===== config.mk =====
export PLATFORM = sky130hd
export DESIGN_NAME = spi_master_ctrl
export DESIGN_NICKNAME = d
export VERILOG_FILES = /design/src/rtl/spi_master_ctrl.sv
export SDC_FILE = /design/constraint.sdc
export NUM_CORES = 1
export LEC_CHECK = 0
export BUFFER_PORTS_ARGS = -buffer_cell sky130_fd_sc_hd__buf_4
export CAP_MARGIN = 20
export CORE_UTILIZATION = 34
export CTS_BUF_LIST = sky130_fd_sc_hd__clkbuf_4 sky130_fd_sc_hd__clkbuf_8
export DETAILED_ROUTE_END_ITERATION = 16
export PLACE_DENSITY = 0.64
export SLEW_MARGIN = 10
export SYNTH_ARGS = -nofsm -noshare
export SYNTH_HDL_FRONTEND = slang
export SYNTH_SLANG_ARGS = --single-unit

===== constraint.sdc =====
create_clock -name clk -period 3.4 [get_ports clk]
set_clock_uncertainty 0.05 [all_clocks]
set_input_delay 0.17 -clock clk [delete_from_list [all_inputs] [get_ports clk]]
set_output_delay 0.17 -clock clk [all_outputs]
set_load 0.005 [all_outputs]

===== src/rtl/spi_master_ctrl.sv =====
// SPI mode-0 master: one FRAME_W-bit full-duplex frame per accepted start, MSB first.
// Busy for CS_SETUP + 2*CLK_DIV*FRAME_W + CS_HOLD + CS_GAP cycles; start is ignored while busy.
module spi_master_ctrl #(
    parameter int FRAME_W  = 20,
    parameter int CLK_DIV  = 2,
    parameter int CS_SETUP = 2,
    parameter int CS_HOLD  = 2,
    parameter int CS_GAP   = 2
) (
    input  logic               clk,
    input  logic               reset_n,
    input  logic               start,
    input  logic [FRAME_W-1:0] tx_data,
    output logic               busy,
    output logic               done,
    output logic [FRAME_W-1:0] rx_data,
    output logic               sclk,
    output logic               ss_n,
    output logic               mosi,
    input  logic               miso
);

    localparam int CNT_W = $clog2(CLK_DIV + CS_SETUP + CS_HOLD + CS_GAP + 1);
    localparam int BIT_W = $clog2(FRAME_W + 1);

    localparam logic [CNT_W-1:0] SETUP_LAST = CNT_W'(CS_SETUP - 1);
    localparam logic [CNT_W-1:0] HALF_LAST  = CNT_W'(CLK_DIV - 1);
    localparam logic [CNT_W-1:0] HOLD_LAST  = CNT_W'(CS_HOLD - 1);
    localparam logic [CNT_W-1:0] GAP_LAST   = CNT_W'(CS_GAP - 1);
    localparam logic [BIT_W-1:0] BITS       = BIT_W'(FRAME_W);

    typedef enum logic [2:0] {
        S_IDLE,
        S_SETUP,
        S_SHIFT,
        S_HOLD,
        S_GAP
    } state_t;

    state_t             state_q, state_d;
    logic [CNT_W-1:0]   cnt_q, cnt_d;
    logic [BIT_W-1:0]   bit_cnt_q, bit_cnt_d;
    // MSB of the frame goes straight to mosi, so only the remaining bits are queued here.
    logic [FRAME_W-2:0] tx_sr_q, tx_sr_d;
    logic [FRAME_W-1:0] rx_sr_q, rx_sr_d;
    logic [FRAME_W-1:0] rx_data_q, rx_data_d;
    logic               sclk_q, sclk_d;
    logic               ss_n_q, ss_n_d;
    logic               mosi_q, mosi_d;
    logic               busy_q, busy_d;
    logic               done_q, done_d;

    always_ff @(posedge clk or negedge reset_n) begin
        if (!reset_n) begin
            state_q   <= S_IDLE;
            cnt_q     <= '0;
            bit_cnt_q <= '0;
            tx_sr_q   <= '0;
            rx_sr_q   <= '0;
            rx_data_q <= '0;
            sclk_q    <= 1'b0;
            ss_n_q    <= 1'b1;
            mosi_q    <= 1'b0;
            busy_q    <= 1'b0;
            done_q    <= 1'b0;
        end else begin
            state_q   <= state_d;
            cnt_q     <= cnt_d;
            bit_cnt_q <= bit_cnt_d;
            tx_sr_q   <= tx_sr_d;
            rx_sr_q   <= rx_sr_d;
            rx_data_q <= rx_data_d;
            sclk_q    <= sclk_d;
            ss_n_q    <= ss_n_d;
            mosi_q    <= mosi_d;
            busy_q    <= busy_d;
            done_q    <= done_d;
        end
    end

    always_comb begin
        state_d   = state_q;
        cnt_d     = cnt_q;
        bit_cnt_d = bit_cnt_q;
        tx_sr_d   = tx_sr_q;
        rx_sr_d   = rx_sr_q;
        rx_data_d = rx_data_q;
        sclk_d    = sclk_q;
        ss_n_d    = ss_n_q;
        mosi_d    = mosi_q;
        busy_d    = busy_q;
        done_d    = 1'b0;

        unique case (state_q)
            S_IDLE: begin
                if (start) begin
                    tx_sr_d   = tx_data[FRAME_W-2:0];
                    mosi_d    = tx_data[FRAME_W-1];
                    ss_n_d    = 1'b0;
                    busy_d    = 1'b1;
                    cnt_d     = '0;
                    bit_cnt_d = '0;
                    state_d   = S_SETUP;
                end
            end
            S_SETUP: begin
                if (cnt_q == SETUP_LAST) begin
                    cnt_d   = '0;
                    state_d = S_SHIFT;
                end else begin
                    cnt_d = cnt_q + CNT_W'(1);
                end
            end
            S_SHIFT: begin
                if (cnt_q == HALF_LAST) begin
                    cnt_d = '0;
                    if (!sclk_q) begin
                        sclk_d    = 1'b1;
                        rx_sr_d   = (rx_sr_q << 1) | FRAME_W'(miso);
                        bit_cnt_d = bit_cnt_q + BIT_W'(1);
                    end else begin
                        sclk_d = 1'b0;
                        if (bit_cnt_q < BITS) begin
                            mosi_d  = tx_sr_q[FRAME_W-2];
                            tx_sr_d = tx_sr_q << 1;
                        end else begin
                            mosi_d  = 1'b0;
                            state_d = S_HOLD;
                        end
                    end
                end else begin
                    cnt_d = cnt_q + CNT_W'(1);
                end
            end
            S_HOLD: begin
                if (cnt_q == HOLD_LAST) begin
                    cnt_d   = '0;
                    ss_n_d  = 1'b1;
                    state_d = S_GAP;
                end else begin
                    cnt_d = cnt_q + CNT_W'(1);
                end
            end
            S_GAP: begin
                if (cnt_q == GAP_LAST) begin
                    cnt_d     = '0;
                    rx_data_d = rx_sr_q;
                    done_d    = 1'b1;
                    busy_d    = 1'b0;
                    state_d   = S_IDLE;
                end else begin
                    cnt_d = cnt_q + CNT_W'(1);
                end
            end
            default: state_d = S_IDLE;
        endcase
    end

    assign busy    = busy_q;
    assign done    = done_q;
    assign rx_data = rx_data_q;
    assign sclk    = sclk_q;
    assign ss_n    = ss_n_q;
    assign mosi    = mosi_q;

endmodule


; Word level (Yosys, flattened, before mapping)
; Index checks and enable logic that the tools add are counted.
[classes]
n_lt_le_gt_ge = 1
reduce_logical = 16
bitwise = 2
addsub = 2
eq_ne = 14
muxes = 34
[ops]
columns = cell, n
row1 = $mux W19, 4
row2 = $pmux W19 S2, 1
row3 = $mux W3, 7
row4 = $or A20 B1 Y20, 1
row5 = $ne A2 B2 Y1 const B, 9
row6 = $mux W5, 3
row7 = $pmux W3 S5, 1
row8 = $mux W1, 11
row9 = $pmux W5 S2, 1
row10 = $reduce_and A3 Y1, 3
row11 = $mux W4, 2
row12 = $pmux W4 S2, 1
row13 = $reduce_and A4 Y1, 2
row14 = $reduce_bool A2 Y1, 4
row15 = $reduce_and A7 Y1, 1
row16 = $eq A3 B2 Y1 const B, 2
row17 = $pmux W1 S2, 3
row18 = $reduce_and A2 Y1, 3
row19 = $add A5 B1 Y5 const B, 1
row20 = $lt A5 B5 Y1 const B, 1
row21 = $reduce_and A5 Y1, 1
row22 = $add A4 B1 Y4 const B, 1
row23 = $eq A4 B1 Y1 const B, 1
row24 = $reduce_or A4 Y1, 1
row25 = other kinds (4), 4
[word_totals]
register_bits = 76
word_cells = 80
out_inout_bits = 25

; Logic depth before layout (Yosys ltp)
; Gate-level depths: netlist (run 1).
[logic_depth]
ltp_word = 5
mapped_depth = 8
ltp_nobuf = 6

; Least setup slack after synthesis (run 1)
; OpenSTA, ideal clock, no wires.
[synth_path]
path_kind = register -> register
startpoint = register cnt_q[1]
endpoint = register bit_cnt_q[2]
period_less_slack_ns = 2.136
slack_ns = 1.264
stages_incl_launch_ff = 8
arrival_time_ns = 2.020
n_path_buf = 1
setup_ns = 0.066
cell_sequence = dfrtp_1 inv_1 ha_1 or3b_2 or3_4 buf_6 or4_1 nand2_1
[synth_via]
elab_chain_cells = 3
[synth_rtl]
columns = element, line
row1 = from (decl), 41  ; logic [CNT_W-1:0] cnt_q, cnt_d;
row2 = from (signal assigned), 68  ; cnt_q <= cnt_d;
row3 = $eq A4 B1 Y1, 115  ; if (cnt_q == HALF_LAST) begin
row4 = $ne A2 B2 Y1 (no source line), -
row5 = $reduce_and A4 Y1 (no source line), -
row6 = to (signal assigned), 69  ; bit_cnt_q <= bit_cnt_d;
row7 = to (decl), 42  ; logic [BIT_W-1:0] bit_cnt_q, bit_cnt_d;
; No other way between the ends.
; A chain may end at the register's enable or synchronous reset.

; Final worst setup path (run 1)
[layout_path]
startpoint = register state_q[1]
endpoint = register tx_sr_q[1]
[layout_via]
elab_chain_cells = 3
elab_cells_between_ends = 9
cone_classes = eq/ne (5) / mux (1) / reduce/logical (3)
[layout_rtl]
columns = element, line
row1 = from (decl), 40  ; state_t state_q, state_d;
row2 = from (signal assigned), 67  ; state_q <= state_d;
row3 = $eq A3 B2 Y1 / $logic_not A3 Y1 (equally long branches), 94  ; unique case (state_q)
row4 = $ne A2 B2 Y1 (no source line) / $reduce_bool A2 Y1 (equally long branches), -
row5 = $reduce_and A5 Y1 (no source line), -
row6 = to (signal assigned), 70  ; tx_sr_q <= tx_sr_d;
row7 = to (decl), 44  ; logic [FRAME_W-2:0] tx_sr_q, tx_sr_d;
; Several ways; a longest one is shown, not always the timed one.

==> results.tsv, run 1 <==
metric	value	unit
via_per_inst	4.58	
mappedNetlistNets	314	
coreArea	9330	um2
place_congestion	0.727	
synthArstFlopShare	1.00	
numPortBuffers	48	
final-hold-violation-count	0	
antennaDiodeCount	0	
fmax	406	MHz
timing.hold.worst.class	input pin to flop	
ys_warn_count	0	
netlist_area	3310	um2
ir_drop	0.000292	V
cts_setup_buffers	0	
global_route_wire_length_before_repair	10400	um
place_hpwl	4030	um
place_area	3770	um2
post_synthesis_cell_type_with_the_largest_combined_area	dfrtp_1	
worst-setup-path-type	flop to flop	
nNetsFinal	363	
sequential_to_total_area_share_from_yosys_stat	0.575	
cp_top_family	simple AND/OR/NAND/NOR gates	
power.density_cell_area	722	nW/um2
max_slew_margin	0.360	
instances_no_fill	469	
n_fill_cell	881	
grt_setup_unrepaired	false	
post-route-util	0.430	
cts.root.buffer_cell	clkbuf_8	
power.leakage	2.01	nW
status	finished, final reports clean	
grt_start_max_net_pins	77	
synth_top_cells_by_count	75 x dfrtp_1, 73 x nand2_1, 57 x mux2_2	
first_global_vias	2126	
antenna_violations_before_repair	0	
layout-area-overhead-vs-synth	21.2	%
max_cap_violations	0	
setup_tns	0	ns
ioPinCount	49	
crit_fanout	19	
cpMaxStageDelayCell	or3b_1	
period_needed	2.47	ns
cts-htree-levels	3	
postRouteWirelength	6000	um
end_kind	flop	
synth_seq_cells	76	
element_type_at_the_critical_path_start	flop	
die-area	10100	um2
power	0.00290	W
clk_path_buf_depth	2	
cts_hold_repair.buffers	3	
worst_setup_hold_path_clk_slew	0.07	ns
tritoncts_sink_count	76	
synth.distinct_cells	35	
post_cts.resized_instances	0	
clock_insertion_delay_worst_skew	0.35	ns
postSynthCellCount	287	
cts_inserted_buffers	9	
yosys.cell_count.top_type	dfrtp_1	
post-route-drc-count	0	
max_stage_delay	0.63	ns
number_of_synthesized_flops_with_an_enable_pin	0	
cp_cell_sequence	or3b_1 -> nor2_1 -> o21ba_2 -> mux2_2	
overflow	0	
cp.required	3.58	ns
fp-row-count	35	
avgRoutedWirePerCell	12.8	um
design_area	4010	um2
timing.critical_path.buf_inv	0	
arrival	2.65	ns
drt_first_iter_violations	93	
chipWidth	101	um
share_of_final_layout_standard_cells_stronger_than_drive_strength_1	0.376	
max_slew.worst_pin.slew	0.961	ns
drt_first_pass_iters	4	
synth_largest_type_area_fraction	0.567	
setup-violations-final	0	
placed_cells	451	
antenna_violating_nets_post_route	0	
cts_tree	built	
gr-usage-all-layers	0.134	
route.vias.total	2147	
synthesis.area_per_instance	11.5	um2
dominantRegCellSynth	dfrtp_1	
initial_core_util	0.355	
min_period_over_period	0.725	
synth_top_cells_by_area	dfrtp_1 57%, mux2_2 19%, nand2_1 8.3%	
dieHeight	101	um
timing_max_transition_violations_final	0	
sequential cells by signal, summed over array words and instances (netlist names), 3 cells and up:
register	count
bit_cnt_q	5
cnt_q	4
rx_data	20
rx_sr_q	20
state_q	3
tx_sr_q	19
placed cells by master, fill, tap and decap left out, drive strengths merged, types with 3 or more instances in the layout:
cell type and instances:
nand3 8, clkbuf 9, ha 3, o21ai 10, dlygate4sd3 3, nor2 8
buf 51, or4 4, o211ai 3, nand2 73, mux2 57, dfrtp 75
inv 7
through the flow:
step / setup WS, ns / hold WS, ns
after global placement: 1.03 / 0.330
after floorplan: 1.26 / -0.176
after CTS: 0.919 / 0.0949
final: 0.934 / 0.102
after detailed placement: 0.938 / 0.337
after global routing: 0.775 / 0.111
layer usage:
layer | vias up | track usage | wire, um
li1 | 1063 | - | -
met1 | 1042 | 0.182 | 2930
met2 | 33 | 0.198 | 2730
met3 | 9 | 0.0416 | 236
met4 | 0 | 0.0569 | 104
met5 | - | 0 | 0
kinds of logic (layout without fill, tap and decap cells):
family | count (synthesis) | in the layout | share of synthesized area
adder cells (fa/ha/maj) | 3 | 3 | 0.0113
AO/OA/AOI/OAI | 22 | 22 | 0.0423
multiplexers | 57 | 57 | 0.194
buffers and inverters | 21 | 74 | 0.0321
flip-flops | 76 | 76 | 0.575
XOR/XNOR | 2 | 2 | 0.00529
AND/OR/NAND/NOR | 106 | 106 | 0.140
worst reg2reg max path, delay by kind of cell, from the launching register on:
kind / cells / cell delay (ns)
AND/OR/NAND/NOR: 2 / 0.91
flip-flops: 1 / 0.54
AO/OA/AOI/OAI: 1 / 0.46
multiplexers: 1 / 0.40
report_power, final:
group	switching, W	leakage [nW]	internal (W)
Sequential	0.000153	0.997	0.00112
Combinational	0.000395	0.902	0.000481
Clock	0.000337	0.110	0.000412
final cells by class:
class / instances / area, um2 / share of cell area
Sequential cell: 76 / 1900 / 0.474
Multi-Input combinational cell: 190 / 1310 / 0.325
Timing Repair Buffer: 54 / 413 / 0.103
Tap cell: 129 / 161 / 0.0402
Clock buffer: 9 / 124 / 0.0309
Clock inverter: 6 / 87.6 / 0.0218
Inverter: 5 / 18.8 / 0.00468
final timing paths:
| path | slack [ns] | cells past startpoint | from | end |
|---|---|---|---|---|
| worst max-delay path | 0.93 | 4 | state_q[1] | tx_sr_q[1] |
| worst min-delay path | 0.10 | 3 | start | ss_n |
| worst max register to register | 0.93 | 4 | state_q[1] | tx_sr_q[1] |
| worst min register to register | 0.43 | 2 | rx_sr_q[19] | rx_sr_q[19] |
| max in group asynchronous | 2.21 | 2 | reset_n | rx_sr_q[17] |
| min in group asynchronous | 0.45 | 2 | reset_n | cnt_q[1] |
Power figures use the tool's default switching activity.
==> inputs of run 2 (changes only) <==
--- a/config.mk
+++ b/config.mk
@@ -10,7 +10,7 @@
 export CORE_UTILIZATION = 34
 export CTS_BUF_LIST = sky130_fd_sc_hd__clkbuf_4 sky130_fd_sc_hd__clkbuf_8
 export DETAILED_ROUTE_END_ITERATION = 16
-export PLACE_DENSITY = 0.64
+export PLACE_DENSITY = 0.66
 export SLEW_MARGIN = 10
 export SYNTH_ARGS = -nofsm -noshare
 export SYNTH_HDL_FRONTEND = slang
==> constraint.sdc (replaced) <==
create_clock -name clk -period 2.1 [get_ports clk]
set_clock_uncertainty 0.05 [all_clocks]
set_input_delay 0.105 -clock clk [delete_from_list [all_inputs] [get_ports clk]]
set_output_delay 0.105 -clock clk [all_outputs]
set_load 0.005 [all_outputs]
==> results.tsv, run 2 (synthesis results as in run 1) <==
metric	value	unit
grt_setup_unrepaired	true	
antenna_violations_before_repair	0	
end_kind	flop	
period_needed	2.08	ns
most-common-layout-cells	75 x dfrtp_1, 73 x nand2_1, 61 x buf_4	
net-switching-power	0.00150	W
worst-setup-path-type	flop to flop	
ir_drop	0.000619	V
die-area	10100	um2
antennaDiodeCount	0	
avgRoutedWirePerCell	12.8	um
min_setup_slack_post_route	0.0187	ns
cpMaxStageDelayCell	or4_1	
power	0.00487	W
post-route-drc-count	0	
first_global_vias	2271	
max_stage_delay	0.50	ns
initial_core_util	0.355	
ioPinCount	49	
setup-violations-final	0	
status	finished, final reports clean	
grt_start_max_net_pins	41	
fmax	480	MHz
power.leakage	2.09	nW
cts_inserted_buffers	9	
overflow	0	
timing.hold.worst.class	input pin to flop	
chipWidth	101	um
gr-usage-all-layers	0.135	
cp_top_family	simple AND/OR/NAND/NOR gates	
netSwitchingFraction	0.307	
cts-htree-levels	3	
postRouteWirelength	6200	um
cp.required	2.33	ns
max_cap_violations	0	
via_per_inst	4.61	
fin_worst_hold_slack	0.0350	ns
layout-area-overhead-vs-synth	25.9	%
power.density_cell_area	1170	nW/um2
route.vias.total	2230	
post_cts.resized_instances	0	
seq_power_share	0.414	
worst_setup_hold_path_clk_slew	0.08	ns
place_hpwl	4210	um
fp-row-count	35	
place_congestion	0.811	
post-route-util	0.447	
element_type_at_the_critical_path_start	flop	
clk_path_buf_depth	2	
clock_power_share	0.238	
numPortBuffers	48	
min_period_over_period	0.991	
coreArea	9330	um2
antenna_violating_nets_post_route	0	
max_slew_margin	0.662	
cp_cell_sequence	inv_1 -> ha_1 -> or3b_4 -> or3_4 -> or4_1 -> nand2_1	
drt_first_pass_iters	4	
instances_no_fill	484	
placed_cells	463	
nNetsFinal	377	
timing_max_transition_violations_final	0	
share_of_final_layout_standard_cells_stronger_than_drive_strength_1	0.403	
cts_tree	built	
global_route_wire_length_before_repair	10600	um
p_int	0.00337	W
max_slew.worst_pin.slew	0.507	ns
layout.cells.most_common	dfrtp_1	
drt_first_iter_violations	74	
cts.root.buffer_cell	clkbuf_8	
tritoncts_sink_count	76	
timing.critical_path.buf_inv	1	
final-hold-violation-count	0	
arrival	2.31	ns
power_frac_comb	0.348	
clock_insertion_delay_worst_skew	0.34	ns
crit_fanout	7	
dieHeight	101	um
detailedPlace.worstSlack	-0.00157	ns
==> run 2: changes by cell type in the layout (fill, tap and decap cells not counted), sizes merged <==
| cell | before | now |
|---|---|---|
| clkinvlp | 0 | 1 |
| bufinv | 2 | 1 |
| buf | 51 | 65 |
| clkbuf | 9 | 10 |
==> run 2: path summary, 6_finish.rpt <==
path,end,startpoint,cells past startpoint,slack [ns]
worst max-delay path,bit_cnt_q[3],cnt_q[1],6,0.02
worst min-delay path,ss_n,start,3,0.04
worst max register to register,bit_cnt_q[3],cnt_q[1],6,0.02
worst min register to register,rx_sr_q[19],rx_sr_q[19],2,0.43
max in group asynchronous,ss_n,reset_n,3,1.13
min in group asynchronous,sclk,reset_n,2,0.23
==> run 2: worst min-delay path, cell delays in order <==
cell	delay [ns]
buf_4	0.09
nand2_1	0.04
a22o_1	0.17
==> run 2: power groups by stage <==
stage	sequential [W]	clock (W)	combinational, W
after floorplan	0.00199	0	0.00120
after global placement	0.00204	0	0.00164
after detailed placement	0.00205	0	0.00169
after CTS	0.00202	0.00120	0.00171
after global routing	0.00207	0.00126	0.00188
final	0.00202	0.00116	0.00169
==> run 2: layout make-up <==
cell class              instances  area [um2]
clock inverters                 6        71.3
well taps                     129         161
repair buffers                 68         568
fillers                       865        5160
multi-input cells             190        1310
flip-flops and latches         76        1900
inverters                       5        18.8
clock buffers                  10         138
==> run 2: per-stage QoR <==
stage / TNS [ns] / cell area [um2]
global route: -0.0877 / 4170
CTS: 0 / 4160
detailed placement: -0.00157 / 3920
finish: 0 / 4170
global placement: 0 / 3920
floorplan: 0 / 3310
==> run 2: repair_timing <==
| item | 4_1_cts | 5_1_grt |
|---|---|---|
| hold buffers | 3 | 0 |
| gates cloned | 0 | 0 |
| setup buffers | 1 | 1 |
| endpoints found under the hold margin | 38 | 0 |
| setup endpoints to repair | 2 | 2 |
==> run 2: per-layer routing <==
metal  GRT usage  part of all wire  wire (um)  vias up
met1       0.170              0.48       2980     1083
met4      0.0468            0.0077         48        0
li1            -                 -          -     1103
met3      0.0381             0.034        213        6
met5           0                 0          0        -
met2       0.223              0.48       2960       38
==> inputs of run 3 (changes only) <==
--- a/config.mk
+++ b/config.mk
@@ -7,10 +7,13 @@
 export LEC_CHECK = 0
 export BUFFER_PORTS_ARGS = -buffer_cell sky130_fd_sc_hd__buf_4
 export CAP_MARGIN = 20
+export CELL_PAD_IN_SITES_DETAIL_PLACEMENT = 1
+export CELL_PAD_IN_SITES_GLOBAL_PLACEMENT = 1
 export CORE_UTILIZATION = 34
 export CTS_BUF_LIST = sky130_fd_sc_hd__clkbuf_4 sky130_fd_sc_hd__clkbuf_8
+export CTS_CLUSTER_DIAMETER = 60
 export DETAILED_ROUTE_END_ITERATION = 16
-export PLACE_DENSITY = 0.66
+export PLACE_DENSITY = 0.77
 export SLEW_MARGIN = 10
 export SYNTH_ARGS = -nofsm -noshare
 export SYNTH_HDL_FRONTEND = slang
==> results.tsv, run 3 (synthesis results as in run 1) <==
metric	value	unit
drt_first_pass_iters	4	
nNetsFinal	378	
route.vias.total	2278	
setup_tns	0	ns
detailedPlace.worstSlack	0.0465	ns
worst-setup-path-type	flop to flop	
dieHeight	101	um
worst_setup_hold_path_clk_slew	0.08	ns
post_cts.resized_instances	0	
min_period_over_period	0.979	
crit_fanout	8	
cts.root.buffer_cell	clkbuf_8	
cts_inserted_buffers	9	
min_setup_slack_post_route	0.0447	ns
place_hpwl	4810	um
share_of_final_layout_standard_cells_stronger_than_drive_strength_1	0.403	
numPortBuffers	48	
fmax	487	MHz
postRouteWirelength	6840	um
power.leakage	2.09	nW
crit-reg2reg-capture	bit_cnt_q[4]	
timing.reg2reg.worst_path_depth	6	
gr-usage-all-layers	0.150	
initial_core_util	0.355	
clock_insertion_delay_worst_skew	0.35	ns
global_route_wire_length_before_repair	11700	um
power	0.00487	W
avgRoutedWirePerCell	14.1	um
arrival	2.28	ns
die-area	10100	um2
via_per_inst	4.71	
period_needed	2.06	ns
antenna_violations_before_repair	0	
r2r_setup_slack	0.04	ns
regToRegStartpoint	cnt_q[1]	
element_type_at_the_critical_path_start	flop	
setup-violations-final	0	
grt_start_max_net_pins	41	
status	finished, final reports clean	
max_slew_margin	0.668	
hp-start	start	
hold_end	ss_n	
ioPinCount	49	
layout-area-overhead-vs-synth	25.8	%
grt_setup_unrepaired	true	
timing.hold.worst.class	input pin to flop	
cts-htree-levels	3	
antennaDiodeCount	0	
max_slew.worst_pin.slew	0.498	ns
end_kind	flop	
ir_drop	0.000539	V
layout.cells.most_common	dfrtp_1	
cp.required	2.33	ns
max_cap_violations	0	
overflow	0	
post-route-drc-count	0	
coreArea	9330	um2
most-common-layout-cells	75 x dfrtp_1, 73 x nand2_1, 62 x buf_4	
place_congestion	0.767	
drt_first_iter_violations	58	
timing_max_transition_violations_final	0	
first_global_vias	2445	
clk_path_buf_depth	2	
hold_depth	3	
cts_tree	built	
tritoncts_sink_count	76	
fp-row-count	35	
power.density_cell_area	1170	nW/um2
chipWidth	101	um
antenna_violating_nets_post_route	0	
final-hold-violation-count	0	
==> run 3: cell count changes in the layout (fill, tap and decap cells not counted), sizes merged <==
cell  change
buf       +1
inv       -1
==> run 3: how the worst max path moves through the flow <==
stage | from | end
CTS | cnt_q[1] | bit_cnt_q[4]
finish | cnt_q[1] | bit_cnt_q[4]
floorplan | cnt_q[1] | tx_sr_q[10]
detailed placement | cnt_q[1] | bit_cnt_q[3]
global route | cnt_q[1] | bit_cnt_q[4]
global placement | cnt_q[1] | bit_cnt_q[3]
==> run 3: timing repair <==
item,CTS,global route
buffers inserted,0,2
endpoints found under the setup margin,0,2
endpoints found under the hold margin,38,0
hold buffers,3,0
==> run 3: critical path, stage by stage, from the launching register on <==
cell,delay [ns]
dfrtp_1,0.40
inv_1,0.06
ha_1,0.14
or3b_4,0.38
or3_4,0.41
or4_1,0.47
nand2_1,0.08
==> run 3: report_power, final <==
| group | total (W) | internal, W | switching (W) |
|---|---|---|---|
| clock | 0.00113 | 0.000579 | 0.000547 |
| combinational | 0.00172 | 0.000966 | 0.000752 |
| sequential | 0.00203 | 0.00182 | 0.000213 |
| total | 0.00487 | 0.00336 | 0.00151 |
==> run 3: per-stage QoR <==
step | utilization | std cells | hold WS (ns) | instance area, um2
2_1_floorplan | - | 287 | -0.241 | 3310
3_3_place_gp | 0.421 | 464 | 0.0601 | 3920
3_5_place_dp | 0.421 | 464 | 0.0670 | 3920
4_1_cts | 0.445 | 482 | 0.0219 | 4150
5_1_grt | 0.447 | 484 | 0.0315 | 4170
6_report | 0.447 | 484 | 0.0285 | 4170
==> run 3: area by class of cell <==
class | count | area (um2)
clock buffer | 10 | 138
clock inverter | 5 | 60.1
inverter | 5 | 18.8
timing repair buffer | 69 | 576
sequential | 76 | 1900
tap | 129 | 161
fill | 1004 | 5160
multi-input combinational | 190 | 1310
==> run 3: routing by layer <==
layer  up-vias  global-route usage  part of all wire
met1      1134               0.189              0.45
met2        36               0.251              0.51
met4         0              0.0602             0.013
met3        10              0.0312             0.030
li1       1098                   -                 -
met5         -                   0                 0
